File: config.mk
export PLATFORM = sky130hd
export DESIGN_NAME = dsp_cmd_sequencer_flat
export DESIGN_NICKNAME = d
export VERILOG_FILES = /design/src/rtl/dsp_cmd_sequencer_if.sv /design/src/rtl/dsp_cmd_sequencer.sv /design/src/flat_wrapper.sv
export SDC_FILE = /design/constraint.sdc
export NUM_CORES = 1
export LEC_CHECK = 0
export CAP_MARGIN = 30
export CORE_UTILIZATION = 53
export CTS_CLUSTER_SIZE = 20
export DETAILED_ROUTE_END_ITERATION = 7
export PLACE_DENSITY = 0.76
export SLEW_MARGIN = 0
export SYNTH_ARGS = -nofsm -noshare
export SYNTH_HDL_FRONTEND = slang
export SYNTH_SLANG_ARGS = --single-unit
File: constraint.sdc
create_clock -name clk -period 8.8 [get_ports clk]
set_clock_uncertainty 0.15 [all_clocks]
set_input_delay 1.76 -clock clk [delete_from_list [all_inputs] [get_ports clk]]
set_output_delay 1.76 -clock clk [all_outputs]
set_load 0.05 [all_outputs]
File: src/rtl/dsp_cmd_sequencer_if.sv
// rtl/dsp_cmd_sequencer_if.sv - host command and dsp_core command port bundle
//
// Purpose: groups the host command handshake and the dsp_core command port
// of dsp_cmd_sequencer into one bundle.
//   slave  : the sequencer. It accepts host commands, drives the core command
//            strobes/targets and reports status.
//   master : the environment. It is the host/SPI decoder plus dsp_core, and
//            drives cmd_*, core_ready and reg_write_ack.
// Signals:
//   cmd_valid/cmd_ready, cmd_is_instr, cmd_block, cmd_reg, cmd_instr, cmd_val
//   core_ready, reg_write_ack
//   command_reg_write, command_instr_write, command_block_target,
//   command_reg_target, command_instr_write_val, command_reg_write_val
//   busy, fifo_count, err_timeout
// Register-address and instruction widths come from the dsp_core defines
// BLOCK_REG_ADDR_WIDTH / BLOCK_INSTR_WIDTH. Fallbacks are provided here.

`ifndef BLOCK_REG_ADDR_WIDTH
`define BLOCK_REG_ADDR_WIDTH 4
`endif
`ifndef BLOCK_INSTR_WIDTH
`define BLOCK_INSTR_WIDTH 32
`endif

interface dsp_cmd_sequencer_if #(
  parameter int data_width = 16,
  parameter int n_blocks   = 256,
  parameter int fifo_depth = 8
);
  localparam int blk_w = $clog2(n_blocks);
  localparam int cnt_w = $clog2(fifo_depth) + 1;

  // host side
  logic                            cmd_valid;
  logic                            cmd_ready;
  logic                            cmd_is_instr;
  logic [blk_w-1:0]                cmd_block;
  logic [`BLOCK_REG_ADDR_WIDTH-1:0] cmd_reg;
  logic [`BLOCK_INSTR_WIDTH-1:0]   cmd_instr;
  logic [data_width-1:0]           cmd_val;

  // dsp_core side
  logic                                   core_ready;
  logic                                   command_reg_write;
  logic                                   command_instr_write;
  logic [blk_w-1:0]                       command_block_target;
  logic [blk_w+`BLOCK_REG_ADDR_WIDTH-1:0] command_reg_target;
  logic [`BLOCK_INSTR_WIDTH-1:0]          command_instr_write_val;
  logic [data_width-1:0]                  command_reg_write_val;
  logic                                   reg_write_ack;

  // status
  logic             busy;
  logic [cnt_w-1:0] fifo_count;
  logic             err_timeout;

  modport slave (
    input  cmd_valid, cmd_is_instr, cmd_block, cmd_reg, cmd_instr, cmd_val,
    input  core_ready, reg_write_ack,
    output cmd_ready,
    output command_reg_write, command_instr_write, command_block_target,
    output command_reg_target, command_instr_write_val, command_reg_write_val,
    output busy, fifo_count, err_timeout
  );

  modport master (
    output cmd_valid, cmd_is_instr, cmd_block, cmd_reg, cmd_instr, cmd_val,
    output core_ready, reg_write_ack,
    input  cmd_ready,
    input  command_reg_write, command_instr_write, command_block_target,
    input  command_reg_target, command_instr_write_val, command_reg_write_val,
    input  busy, fifo_count, err_timeout
  );
endinterface

File: src/rtl/dsp_cmd_sequencer.sv
// rtl/dsp_cmd_sequencer.sv - serialises host reg/instr commands into the dsp_core command port
//
// Purpose: buffers host commands in a FIFO and issues them to dsp_core one at
// a time.
//   - Register writes hold command_reg_write high until reg_write_ack.
//   - Instruction writes pulse command_instr_write for one cycle once
//     core_ready is seen.
//   - Every command ends with a one-cycle gap with all strobes low, so the
//     core's edge detector always sees a fresh rising edge.
// Ports:
//   clk    : system clock
//   reset  : synchronous, active-high reset. It abandons any in-flight
//            command and flushes the FIFO.
//   bus    : dsp_cmd_sequencer_if.slave. Carries the host command handshake,
//            the core command port and the status outputs
//            (busy, fifo_count, err_timeout).
// Optional feature macro: CMD_SEQ_TIMEOUT_EN.
//   Defined     : the ack wait gives up after timeout_cycles cycles. It sets
//                 the sticky err_timeout flag and moves on.
//   Not defined : the ack wait is unbounded and err_timeout is tied low.

`ifndef BLOCK_REG_ADDR_WIDTH
`define BLOCK_REG_ADDR_WIDTH 4
`endif
`ifndef BLOCK_INSTR_WIDTH
`define BLOCK_INSTR_WIDTH 32
`endif

// Command FIFO.
//   - rdata always shows the head entry.
//   - The caller must not push while full or pop while empty.
module dsp_cmd_fifo #(
  parameter int width = 8,
  parameter int depth = 8
) (
  input  logic                  clk,
  input  logic                  reset,
  input  logic                  push,
  input  logic                  pop,
  input  logic [width-1:0]      wdata,
  output logic [width-1:0]      rdata,
  output logic [$clog2(depth):0] count,
  output logic                  full,
  output logic                  empty
);
  localparam int ptr_w = $clog2(depth);

  logic [width-1:0] mem [depth];
  logic [ptr_w-1:0] wr_ptr;
  logic [ptr_w-1:0] rd_ptr;

  assign rdata = mem[rd_ptr];
  assign full  = (count == (ptr_w + 1)'(depth));
  assign empty = (count == '0);

  // Storage needs no reset; only entries between the pointers are ever read.
  always_ff @(posedge clk) begin
    if (push) begin
      mem[wr_ptr] <= wdata;
    end
  end

  always_ff @(posedge clk) begin
    if (reset) begin
      wr_ptr <= '0;
      rd_ptr <= '0;
      count  <= '0;
    end else begin
      if (push) begin
        wr_ptr <= wr_ptr + 1'b1;
      end
      if (pop) begin
        rd_ptr <= rd_ptr + 1'b1;
      end
      case ({push, pop})
        2'b10:   count <= count + 1'b1;
        2'b01:   count <= count - 1'b1;
        default: count <= count;
      endcase
    end
  end
endmodule

module dsp_cmd_sequencer #(
  parameter int data_width     = 16,
  parameter int n_blocks       = 256,
  parameter int fifo_depth     = 8,
  parameter int timeout_cycles = 4096
) (
  input  logic                 clk,
  input  logic                 reset,
  dsp_cmd_sequencer_if.slave   bus
);
  localparam int blk_w = $clog2(n_blocks);
  localparam int reg_w = `BLOCK_REG_ADDR_WIDTH;
  localparam int ins_w = `BLOCK_INSTR_WIDTH;
  localparam int cnt_w = $clog2(fifo_depth) + 1;
  localparam int ent_w = 1 + blk_w + reg_w + ins_w + data_width;

  typedef enum logic [2:0] {
    IDLE,
    LOAD,
    INSTR_WAIT,
    REG_ASSERT,
    WAIT_ACK,
    GAP
  } state_t;

  state_t state;

  // FIFO plumbing
  logic [ent_w-1:0] fifo_wdata;
  logic [ent_w-1:0] fifo_rdata;
  logic             fifo_push;
  logic             fifo_pop;
  logic             fifo_full;
  logic             fifo_empty;
  logic [cnt_w-1:0] fifo_cnt;

  logic                  h_is_instr;
  logic [blk_w-1:0]      h_block;
  logic [reg_w-1:0]      h_reg;
  logic [ins_w-1:0]      h_instr;
  logic [data_width-1:0] h_val;

  // Registered command-port outputs and the type of the in-flight command
  logic                  cur_is_instr;
  logic                  reg_write_q;
  logic                  instr_write_q;
  logic [blk_w-1:0]      block_q;
  logic [reg_w-1:0]      reg_q;
  logic [ins_w-1:0]      instr_q;
  logic [data_width-1:0] val_q;

  assign fifo_wdata = {bus.cmd_is_instr, bus.cmd_block, bus.cmd_reg, bus.cmd_instr, bus.cmd_val};
  assign fifo_push  = bus.cmd_valid && !fifo_full;
  assign fifo_pop   = (state == IDLE) && !fifo_empty;
  assign {h_is_instr, h_block, h_reg, h_instr, h_val} = fifo_rdata;

  dsp_cmd_fifo #(
    .width (ent_w),
    .depth (fifo_depth)
  ) u_fifo (
    .clk   (clk),
    .reset (reset),
    .push  (fifo_push),
    .pop   (fifo_pop),
    .wdata (fifo_wdata),
    .rdata (fifo_rdata),
    .count (fifo_cnt),
    .full  (fifo_full),
    .empty (fifo_empty)
  );

  assign bus.cmd_ready               = !fifo_full;
  assign bus.command_reg_write       = reg_write_q;
  assign bus.command_instr_write     = instr_write_q;
  assign bus.command_block_target    = block_q;
  assign bus.command_reg_target      = {{blk_w{1'b0}}, reg_q};
  assign bus.command_instr_write_val = instr_q;
  assign bus.command_reg_write_val   = val_q;
  assign bus.busy                    = (state != IDLE) || !fifo_empty;
  assign bus.fifo_count              = fifo_cnt;

`ifdef CMD_SEQ_TIMEOUT_EN
  localparam logic [15:0] tmo_last = 16'(timeout_cycles - 1);
  logic [15:0] tmo_cnt;
  logic        err_q;
  assign bus.err_timeout = err_q;
`else
  localparam int unused_timeout = timeout_cycles;
  assign bus.err_timeout = 1'b0;
`endif

  // Command FSM.
  // The strobes are registered, so the instruction pulse is launched one
  // cycle after core_ready is sampled. In the normal flow INSTR_WAIT is
  // therefore the cycle in which the pulse is high. core_ready is a level
  // from the core, so it is still valid when the pulse lands.
  always_ff @(posedge clk) begin
    if (reset) begin
      state         <= IDLE;
      cur_is_instr  <= 1'b0;
      reg_write_q   <= 1'b0;
      instr_write_q <= 1'b0;
      block_q       <= '0;
      reg_q         <= '0;
      instr_q       <= '0;
      val_q         <= '0;
`ifdef CMD_SEQ_TIMEOUT_EN
      tmo_cnt       <= '0;
      err_q         <= 1'b0;
`endif
    end else begin
      case (state)
        IDLE: begin
          if (!fifo_empty) begin
            // Targets and values are frozen from here until the gap ends.
            cur_is_instr <= h_is_instr;
            block_q      <= h_block;
            reg_q        <= h_reg;
            instr_q      <= h_instr;
            val_q        <= h_val;
            state        <= LOAD;
          end
        end
        LOAD: begin
          if (cur_is_instr) begin
            instr_write_q <= bus.core_ready;
            state         <= INSTR_WAIT;
          end else begin
            reg_write_q <= 1'b1;
            state       <= REG_ASSERT;
          end
        end
        INSTR_WAIT: begin
          if (instr_write_q) begin
            instr_write_q <= 1'b0;
            state         <= GAP;
          end else if (bus.core_ready) begin
            instr_write_q <= 1'b1;
          end
        end
        REG_ASSERT: begin
          // A strobe-high cycle before acks are honoured, so a stale ack
          // cannot complete this write.
`ifdef CMD_SEQ_TIMEOUT_EN
          tmo_cnt <= '0;
`endif
          state <= WAIT_ACK;
        end
        WAIT_ACK: begin
          if (bus.reg_write_ack) begin
            reg_write_q <= 1'b0;
            state       <= GAP;
          end
`ifdef CMD_SEQ_TIMEOUT_EN
          else if (tmo_cnt == tmo_last) begin
            reg_write_q <= 1'b0;
            err_q       <= 1'b1;
            state       <= GAP;
          end else begin
            tmo_cnt <= tmo_cnt + 16'd1;
          end
`endif
        end
        GAP: begin
          state <= IDLE;
        end
        default: begin
          state <= IDLE;
        end
      endcase
    end
  end
endmodule

File: src/flat_wrapper.sv
// flat-port wrapper written by rule: the top's interface ports become plain ports
module dsp_cmd_sequencer_flat 
#(
  parameter int data_width     = 16,
  parameter int n_blocks       = 256,
  parameter int fifo_depth     = 8,
  parameter int timeout_cycles = 4096
)
  (clk, reset, bus_cmd_valid, bus_cmd_is_instr, bus_cmd_block, bus_cmd_reg, bus_cmd_instr, bus_cmd_val, bus_core_ready, bus_reg_write_ack, bus_cmd_ready, bus_command_reg_write, bus_command_instr_write, bus_command_block_target, bus_command_reg_target, bus_command_instr_write_val, bus_command_reg_write_val, bus_busy, bus_fifo_count, bus_err_timeout);
  dsp_cmd_sequencer_if #(.data_width(data_width), .n_blocks(n_blocks), .fifo_depth(fifo_depth)) bus_i ();
  input  logic clk;
  input  logic reset;
  input wire logic [$bits(bus_i.cmd_valid)-1:0] bus_cmd_valid;
  input wire logic [$bits(bus_i.cmd_is_instr)-1:0] bus_cmd_is_instr;
  input wire logic [$bits(bus_i.cmd_block)-1:0] bus_cmd_block;
  input wire logic [$bits(bus_i.cmd_reg)-1:0] bus_cmd_reg;
  input wire logic [$bits(bus_i.cmd_instr)-1:0] bus_cmd_instr;
  input wire logic [$bits(bus_i.cmd_val)-1:0] bus_cmd_val;
  input wire logic [$bits(bus_i.core_ready)-1:0] bus_core_ready;
  input wire logic [$bits(bus_i.reg_write_ack)-1:0] bus_reg_write_ack;
  output wire logic [$bits(bus_i.cmd_ready)-1:0] bus_cmd_ready;
  output wire logic [$bits(bus_i.command_reg_write)-1:0] bus_command_reg_write;
  output wire logic [$bits(bus_i.command_instr_write)-1:0] bus_command_instr_write;
  output wire logic [$bits(bus_i.command_block_target)-1:0] bus_command_block_target;
  output wire logic [$bits(bus_i.command_reg_target)-1:0] bus_command_reg_target;
  output wire logic [$bits(bus_i.command_instr_write_val)-1:0] bus_command_instr_write_val;
  output wire logic [$bits(bus_i.command_reg_write_val)-1:0] bus_command_reg_write_val;
  output wire logic [$bits(bus_i.busy)-1:0] bus_busy;
  output wire logic [$bits(bus_i.fifo_count)-1:0] bus_fifo_count;
  output wire logic [$bits(bus_i.err_timeout)-1:0] bus_err_timeout;
  assign bus_i.cmd_valid = bus_cmd_valid;
  assign bus_i.cmd_is_instr = bus_cmd_is_instr;
  assign bus_i.cmd_block = bus_cmd_block;
  assign bus_i.cmd_reg = bus_cmd_reg;
  assign bus_i.cmd_instr = bus_cmd_instr;
  assign bus_i.cmd_val = bus_cmd_val;
  assign bus_i.core_ready = bus_core_ready;
  assign bus_i.reg_write_ack = bus_reg_write_ack;
  assign bus_cmd_ready = bus_i.cmd_ready;
  assign bus_command_reg_write = bus_i.command_reg_write;
  assign bus_command_instr_write = bus_i.command_instr_write;
  assign bus_command_block_target = bus_i.command_block_target;
  assign bus_command_reg_target = bus_i.command_reg_target;
  assign bus_command_instr_write_val = bus_i.command_instr_write_val;
  assign bus_command_reg_write_val = bus_i.command_reg_write_val;
  assign bus_busy = bus_i.busy;
  assign bus_fifo_count = bus_i.fifo_count;
  assign bus_err_timeout = bus_i.err_timeout;
  dsp_cmd_sequencer #(.data_width(data_width), .n_blocks(n_blocks), .fifo_depth(fifo_depth), .timeout_cycles(timeout_cycles)) u_core (.clk(clk), .reset(reset), .bus(bus_i));
endmodule
* After elaboration in Yosys (flattened, before gate mapping)
Memory sizes are Yosys's and may differ from the RTL's. A register that Yosys moved wholly into a read port is not among the register bits. Index checks and enable logic that the tools add are counted.
Operators by class: reductions and logical operators 15, bitwise logic cells 1, add/subtract/negate cells 4, multiplexer cells 15, equal/unequal tests 12
Operator list (count):
- $pmux W3 S5 | 1
- $mux W3 | 3
- $mux W1 | 8
- $pmux W4 S2 | 1
- $add A3 B1 Y3 const B | 2
- $eq A3 B2 Y1 const B | 2
- $ne A2 B2 Y1 const B | 3
- $reduce_and A3 Y1 | 2
- $reduce_bool A2 Y1 | 3
- $add A4 B1 Y4 const B | 1
- $eq A4 B4 Y1 const B | 1
- $logic_not A4 Y1 | 1
- $ne A2 B1 Y1 const B | 2
- $pmux W1 S2 | 2
- $reduce_and A2 Y1 | 2
- $sub A4 B1 Y4 const B | 1
- $eq A3 B1 Y1 const B | 1
- $eq A3 B3 Y1 const B | 1
- $logic_not A3 Y1 | 1
- $reduce_bool A3 Y1 | 1
- $eq A2 B1 Y1 const B | 1
- $eq A2 B2 Y1 const B | 1
- $logic_and A1 B1 Y1 | 2
- $logic_not A1 Y1 | 2
- other kinds (2) | 2
Word-level totals: bits of input ports 66, RAM bits 488, output and inout bits 77, word-level logic and storage cells 54, memories 1, flip-flop bits (word level) 15
Memories:
- u_core.u_fifo.mem | depth 8, width 61, read ports 1, clocked after Yosys merged registers in 1, write ports 1, line dsp_cmd_sequencer.sv:48 | logic [width-1:0] mem [depth];

* Logic depth before layout (Yosys ltp)
Gate-level depths: netlist of the first run.
depth in word-level cells 5, mapped depth 13

* Modules after synthesis
A second synthesis of the first run with hierarchy kept.
Second synthesis, totals: cell total of the unflattened synthesis 1090, area, all modules 21509.4 um^2
By module, submodules not included:
- dsp_cmd_fifo | area an instance 18933.2 um^2, times used 1, cells each 778
- dsp_cmd_sequencer | area an instance 2576.2 um^2, times used 1, cells each 312

* Worst setup path after synthesis of the first run
No wires, ideal clock.
kind input to register, from in bus_cmd_valid, to mem u_core.u_fifo.mem[0][0] (netlist bit) (enable), arrival time 7.761 ns, slack 0.257 ns, required time 8.018 ns, cell stages on the path 2, library setup time 0.632 ns, path through nand2_1 -> nor4_1
On the way: word-level cells in the longest chain between the ends 3
RTL lines:
- start: declaration | line flat_wrapper.sv:13 | input wire logic [$bits(bus_i.cmd_valid)-1:0] bus_cmd_valid;
- $logic_and A1 B1 Y1 | line dsp_cmd_sequencer.sv:136 | assign fifo_push = bus.cmd_valid && !fifo_full;
- $mux W1 | line dsp_cmd_sequencer.sv:58 | if (push) begin
- $mux W1 (implied by the code) | line dsp_cmd_sequencer.sv:59 | mem[wr_ptr] <= wdata;
- end: declaration | line dsp_cmd_sequencer.sv:48
No other way between the ends.

* Final worst setup path of the first run
from reg u_core.u_fifo.count[0], to out bus_busy
On the way: word-level cells in the longest chain between the ends 3
RTL lines:
- start: declaration | line dsp_cmd_sequencer.sv:42 | output logic [$clog2(depth):0] count,
- start signal: assignment | line dsp_cmd_sequencer.sv:76 | 2'b10: count <= count + 1'b1;
- start signal: assignment | line dsp_cmd_sequencer.sv:77 | 2'b01: count <= count - 1'b1;
- start signal: assignment | line dsp_cmd_sequencer.sv:78 | default: count <= count;
- $logic_not A4 Y1 | line dsp_cmd_sequencer.sv:54 | assign empty = (count == '0);
- $logic_not A1 Y1 | line dsp_cmd_sequencer.sv:162 | assign bus.busy = (state != IDLE) || !fifo_empty;
- $logic_or A1 B1 Y1 | line dsp_cmd_sequencer.sv:162
- end: declaration | line flat_wrapper.sv:28 | output wire logic [$bits(bus_i.busy)-1:0] bus_busy;
No other way between the ends.

==> out/metrics.yaml, run 1 <==
ff2ff_setup_slack_ns: 5.49
yosysSeqAreaShare_pct: 74.5
drtAntennaViolNets: 0
synthDominantCellAreaShare_pct: 67.5
via_per_inst: 5.89
worstHoldPathType: "flip-flop to flip-flop"
chipHeight_um: 204
hold_violations: 0
ys_async_sr_fraction_pct: 0
cp_slowest_cell: "clkdlybuf4s50_1"
synth_commonest_cells: "edfxtp_1, mux4_2, dfxtp_1"
whs_path_depth: 2
critPathMaxStageDelay_ns: 0.72
numCtsBuffers: 56
die_w_um: 204
cap_violations: 0
crit_arrival_ns: 2.57
fillCellCount: 2618
cts-root-buf: "clkbuf_16"
routed.top_layer: "met5"
dpl.hpwl_um: 24700
num_vias: 10300
crit_buf_inv: 1
htree_levels: 2
crit_family: "simple AND/OR/NAND/NOR gates"
worst_hold_path.endpoint: "u_core.bus.command_instr_write_val[27]$_SDFFE_PP0P_"
clkLatencyLatePin_ns: 0.61
num_antenna_cells: 0
cts_sinks: 564
avgSynthCellArea_um2: 21.1
timing.rr.start: "u_core.state[2]$_SDFFE_PP0P_"
grtUsageTotal_pct: 21.1
synthToLayoutAreaGrowth_pct: 16.8
antenna_found_initial: 2
synth.distinct_cells: 46
drtIter0Drc: 756
wl_per_cell_um: 24.6
multi_input_area_mm2: 0.00507
drc: 0
wl_met2_um: 21400
ctsResizeCount: 0
setup_violations: 0
place.gp.congestion: 0.747
finalCritPeriodShare_pct: 50.9
placedCellCount: 1647
min-delay-start: "u_core.bus.command_instr_write_val[27]$_SDFFE_PP0P_"
synth_edf_count: 488
rows: 73
cp_max_fo: 7
synth_seq_cells: 564
first_pass_iters: 5
wl_met3_um: 2790
syn-instance-count: 1028
fin_nets: 1253
drive_gt1_share_pct: 29.8
instances_no_fill: 1754
worst_pin_slew_ns: 0.976
cts_setup_buffers: 0
yosys.area.top_type: "edfxtp_1"
finish.utilization_pct: 63.2
die_area_mm2: 0.0418
vdd_drop_max_mv: 0.285
finalSetupTns_ns: 0
holdBufCountCts: 0
core-area_mm2: 0.0401
rsz0062_at_grt: "false"
r2r_cells: 9
pin_count: 143
cp.required_ns: 6.89
leakage_nw: 7.98
gr-total-overflow: 0
synthMostInstantiatedCell: "edfxtp_1"
grt_max_degree: 71
critPathLaunchType: "flip-flop"
final-seq-area_mm2: 0.0162
wl_met1_um: 17900
synth_area_leaders: "edfxtp_1, mux4_2, dfxtp_1"
grt_pass1_wl_um: 64600
status: "complete, no violations"
finalMaxSlewViolations: 0
start_util_pct: 54.1
worstPathCellList: "or4_4 > nand2b_1 > clkdlybuf4s50_1"
critPathCaptureType: "primary output"
worstSetupPathType: "flip-flop to primary output"
io_buffers: 133
ys_warn_count: 0
power_density_mw_per_mm2: 323
synth_area_mm2: 0.0217
yosys_most_used_dff: "edfxtp_1"
cts_tree: "yes"
grt_pass1_vias: 10600
relSlewSlack_pct: 34.9
postRouteWirelength_um: 43100
r2r_end: "u_core.u_fifo.count[2]$_SDFFE_PP0P_"
max_freq_mhz: 223
cts_max_path_buffers: 3
clkTransAtPathRegs_ns: 0.06
fin_crit_ns: 4.48
==> worst register-to-register path, stage by stage, from the launching register on <==
cell and delay, ns:
dfxtp_1 0.40, nor3_4 0.43, and2_4 0.82, ha_1 0.41, xor2_1 0.19, ha_1 0.18, a21oi_1 0.05, xor2_1 0.16
or3_1 0.31, a21oi_1 0.14
==> sequential cells by signal (all words and copies together), names as in the netlist <==
name,count
u_core.u_fifo.mem,488
u_core.bus.command_instr_write_val,32
u_core.bus.command_reg_write_val,16
u_core.bus.command_block_target,8
u_core.reg_q,4
u_core.u_fifo.count,4
u_core.state,3
u_core.u_fifo.rd_ptr,3
u_core.u_fifo.wr_ptr,3
u_core.bus.command_instr_write,1
u_core.bus.command_reg_write,1
u_core.cur_is_instr,1
==> final cells by class <==
class / count / share of cell area [%]
Sequential cell: 564 / 63.8
Multi-Input combinational cell: 399 / 20.0
Timing Repair Buffer: 158 / 6.46
Clock buffer: 84 / 6.26
Tap cell: 525 / 2.59
Clock inverter: 21 / 0.805
Inverter: 3 / 0.0444
==> where the power goes <==
part           switching, W  total (W)  internal, W  leakage [nW]
registers          0.000207    0.00336      0.00315          5.06
clock network      0.000979    0.00229      0.00131         0.869
logic               0.00151    0.00254      0.00103          2.06
==> worst max path at each step <==
stage | start | end | slack (ns) | cells past startpoint
6_report | u_core.u_fifo.count[0]$_SDFFE_PP0P_ | bus_busy | 4.32 | 3
4_1_cts | u_core.u_fifo.count[0]$_SDFFE_PP0P_ | bus_busy | 4.31 | 3
3_5_place_dp | bus_cmd_valid | u_core.u_fifo.mem[4][58]$_DFFE_PP_ | 4.03 | 4
5_1_grt | u_core.u_fifo.count[0]$_SDFFE_PP0P_ | bus_busy | 4.28 | 3
2_1_floorplan | bus_cmd_valid | u_core.u_fifo.mem[0][0]$_DFFE_PP_ | 0.26 | 2
3_3_place_gp | bus_cmd_valid | u_core.u_fifo.mem[4][54]$_DFFE_PP_ | 4.11 | 4
==> logic make-up (layout without fill, tap and decap cells) <==
group,Yosys count,in the layout,share of synthesized area (%)
fa+ha+maj,5,5,0.288
xor+xnor,7,7,0.282
mux,125,125,12.8
compound gates,78,78,2.29
buf+inv,73,266,2.48
simple gates,175,175,7.30
other cells,1,9,0.0173
flops,564,564,74.5
==> cells in the final DEF, fill, tap and decap left out, drive strengths merged, types with 2 or more instances in the layout <==
cell type and count:
edfxtp 488, clkdlybuf4s50 132, mux4 122, clkbuf 84, nor2 80, dfxtp 76, nor3 68, o22ai 61
buf 26, clkinv 17, conb 9, a21oi 7, nand2 6, nand3 6, nand2b 5, xor2 5
ha 5, o21ai 4, inv 3, mux2i 2, xnor2 2, nor2b 2, bufinv 2, clkinvlp 2
==> stage by stage <==
step,cell area [um2],hold WS (ns),setup slack (ns),total power (W)
floorplan,21700,0.348,0.257,0.00540
global placement,23400,0.330,4.11,0.00586
detailed placement,23500,0.336,4.03,0.00595
CTS,25300,0.349,4.31,0.00825
global route,25300,0.369,4.28,0.00852
finish,25300,0.347,4.32,0.00819
==> layer usage <==
metal | track usage, % | vias up
li1 | - | 4495
met1 | 29.0 | 5399
met2 | 34.2 | 373
met3 | 4.11 | 70
met4 | 6.61 | 2
met5 | 0 | -
No activity file was read; power rests on OpenSTA's default activity.
==> run 2, diff against run 1 <==
Clock period 8.8 ns to 4 ns, I/O delays scaled along.
==> out/metrics.yaml, run 2 (synthesis gave the netlist of run 1 again) <==
first_pass_iters: 5  # unchanged
crit_arrival_ns: 2.48  # was 2.57 ns
final_common_cell: "edfxtp_1"  # unchanged
htree_levels: 2  # unchanged
rows: 73  # unchanged
vdd_drop_max_mv: 0.614  # was 0.285 mV
combPwrFrac_pct: 31.0  # about the same
p_int_w: 0.0121  # was 0.00550 W
cts_tree: "yes"  # unchanged
drtIter0Drc: 772  # was 756
final_cell_mix: "edfxtp_1, clkdlybuf4s50_1, mux4_2"  # unchanged
finalMaxSlewViolations: 0  # unchanged
power_density_mw_per_mm2: 705  # was 323 mW/mm2
wl_per_cell_um: 23.6  # was 24.6 um
finalSetupTns_ns: 0  # unchanged
cp.required_ns: 3.05  # was 6.89 ns
fin_nets: 1256  # was 1253
critPathLaunchType: "flip-flop"  # unchanged
dpl.hpwl_um: 24500  # was 24700 um
worst_pin_slew_ns: 0.981  # was 0.976 ns
hold_violations: 0  # unchanged
grt_pass1_vias: 10700  # was 10.6k
cp_max_fo: 7  # unchanged
pin_count: 143  # unchanged
p_sw_share_pct: 32.4  # was 32.9%
power_switching_w: 0.00578  # was 0.00270 W
largest_reg_flops: 488  # unchanged
ctsResizeCount: 0  # unchanged
critPathCaptureType: "primary output"  # unchanged
power.share.clock_pct: 27.7  # was 27.9%
postRouteWirelength_um: 41500  # was 43100 um
num_vias: 10300  # about the same
drive_gt1_share_pct: 30.5  # was 29.8%
die_w_um: 204  # unchanged
p_seq_share_pct: 41.3  # was 41.0%
worstHoldPathType: "flip-flop to flip-flop"  # unchanged
cap_violations: 0  # unchanged
setup_violations: 0  # unchanged
place.gp.congestion: 0.770  # was 0.747
start_util_pct: 54.1  # unchanged
die_area_mm2: 0.0418  # unchanged
holdBufCountCts: 0  # unchanged
drtAntennaViolNets: 0  # unchanged
cts_setup_buffers: 0  # unchanged
cts_max_path_buffers: 3  # unchanged
top_register: "u_core.u_fifo.mem"  # unchanged
fin_crit_ns: 3.43
leakage_nw: 7.98  # about the same
grt_max_degree: 56  # was 71
worstSetupPathType: "flip-flop to primary output"  # unchanged
relSlewSlack_pct: 34.6  # was 34.9%
chipHeight_um: 204  # unchanged
cts-root-buf: "clkbuf_16"  # unchanged
rsz0062_at_grt: "false"  # unchanged
via_per_inst: 5.85  # was 5.89
clkLatencyLatePin_ns: 0.58  # was 0.61 ns
antenna_found_initial: 1  # was 2
clkTransAtPathRegs_ns: 0.06  # about the same
status: "complete, no violations"  # unchanged
finish.utilization_pct: 63.2  # about the same
io_buffers: 133  # unchanged
core-area_mm2: 0.0401  # unchanged
ff2ff_setup_slack_ns: 1.12  # was 5.49 ns
drc: 0  # unchanged
gr-total-overflow: 0  # unchanged
numCtsBuffers: 52  # was 56
finalCritPeriodShare_pct: 85.7
cts_sinks: 564  # unchanged
grtUsageTotal_pct: 20.6  # was 21.1%
max_freq_mhz: 292
synthToLayoutAreaGrowth_pct: 16.7  # was 16.8%
grt_pass1_wl_um: 63700  # was 64600 um
==> run 2: changes by cell type in the layout (fill, tap and decap cells not counted), sizes merged <==
cell,delta
clkinv,-2
inv,+2
diode,+1
bufinv,+2
clkbuf,-8
buf,+7
clkinvlp,-1
==> run 2: power groups by stage <==
stage                     Sequential, W  Clock, W  Combinational [W]
after floorplan                 0.00808         0            0.00377
after global placement          0.00747         0            0.00549
after detailed placement        0.00749         0            0.00556
after CTS                       0.00738   0.00505            0.00560
after global routing            0.00743   0.00528            0.00589
final                           0.00737   0.00495            0.00553
==> run 2: worst paths after layout <==
path | start | end | cells after the start
min | u_core.bus.command_instr_write_val[2]$_SDFFE_PP0P_ | u_core.bus.command_instr_write_val[2]$_SDFFE_PP0P_ | 2
min reg2reg | u_core.bus.command_instr_write_val[2]$_SDFFE_PP0P_ | u_core.bus.command_instr_write_val[2]$_SDFFE_PP0P_ | 2
max | u_core.u_fifo.count[0]$_SDFFE_PP0P_ | bus_busy | 3
max reg2reg | u_core.u_fifo.count[0]$_SDFFE_PP0P_ | u_core.u_fifo.count[3]$_SDFFE_PP0P_ | 8
==> run 2: area by class of cell <==
type,count,area (um2)
fillers,2632,14800
diodes,1,2.50
well taps,525,657
inverters,3,11.3
repair buffers,165,1630
flip-flops and latches,564,16200
multi-input cells,399,5100
clock inverters,22,213
clock buffers,76,1530
==> run 2: critical path: stages (launching register included) <==
cell and delay [ns]:
dfxtp_2 0.36, or4_4 0.61, nand2b_1 0.20, clkdlybuf4s50_1 0.73
==> run 2: per-stage QoR <==
step	area, um2	total power, W	instances	hold slack, ns	setup slack [ns]
floorplan	21800	0.0119	1036	0.367	-0.478
global placement	23600	0.0130	1656	0.335	0.878
detailed placement	23600	0.0131	1656	0.336	0.845
CTS	25300	0.0180	1754	0.349	0.545
global route	25300	0.0186	1754	0.374	0.503
finish	25300	0.0179	1755	0.347	0.573
==> run 2: layer usage <==
layer	routed length, um	up-vias	global-route usage, %
met5	0	-	0
met4	573	0	4.72
met3	2640	49	3.91
met2	20500	367	33.2
met1	17800	5357	29.5
li1	-	4497	-
==> run 3, diff against run 2 <==
Settings changed: SKIP_LAST_GASP set to 1.
==> results of run 3 <==
The final DEF is identical to that of run 2; final timing and power are the same.
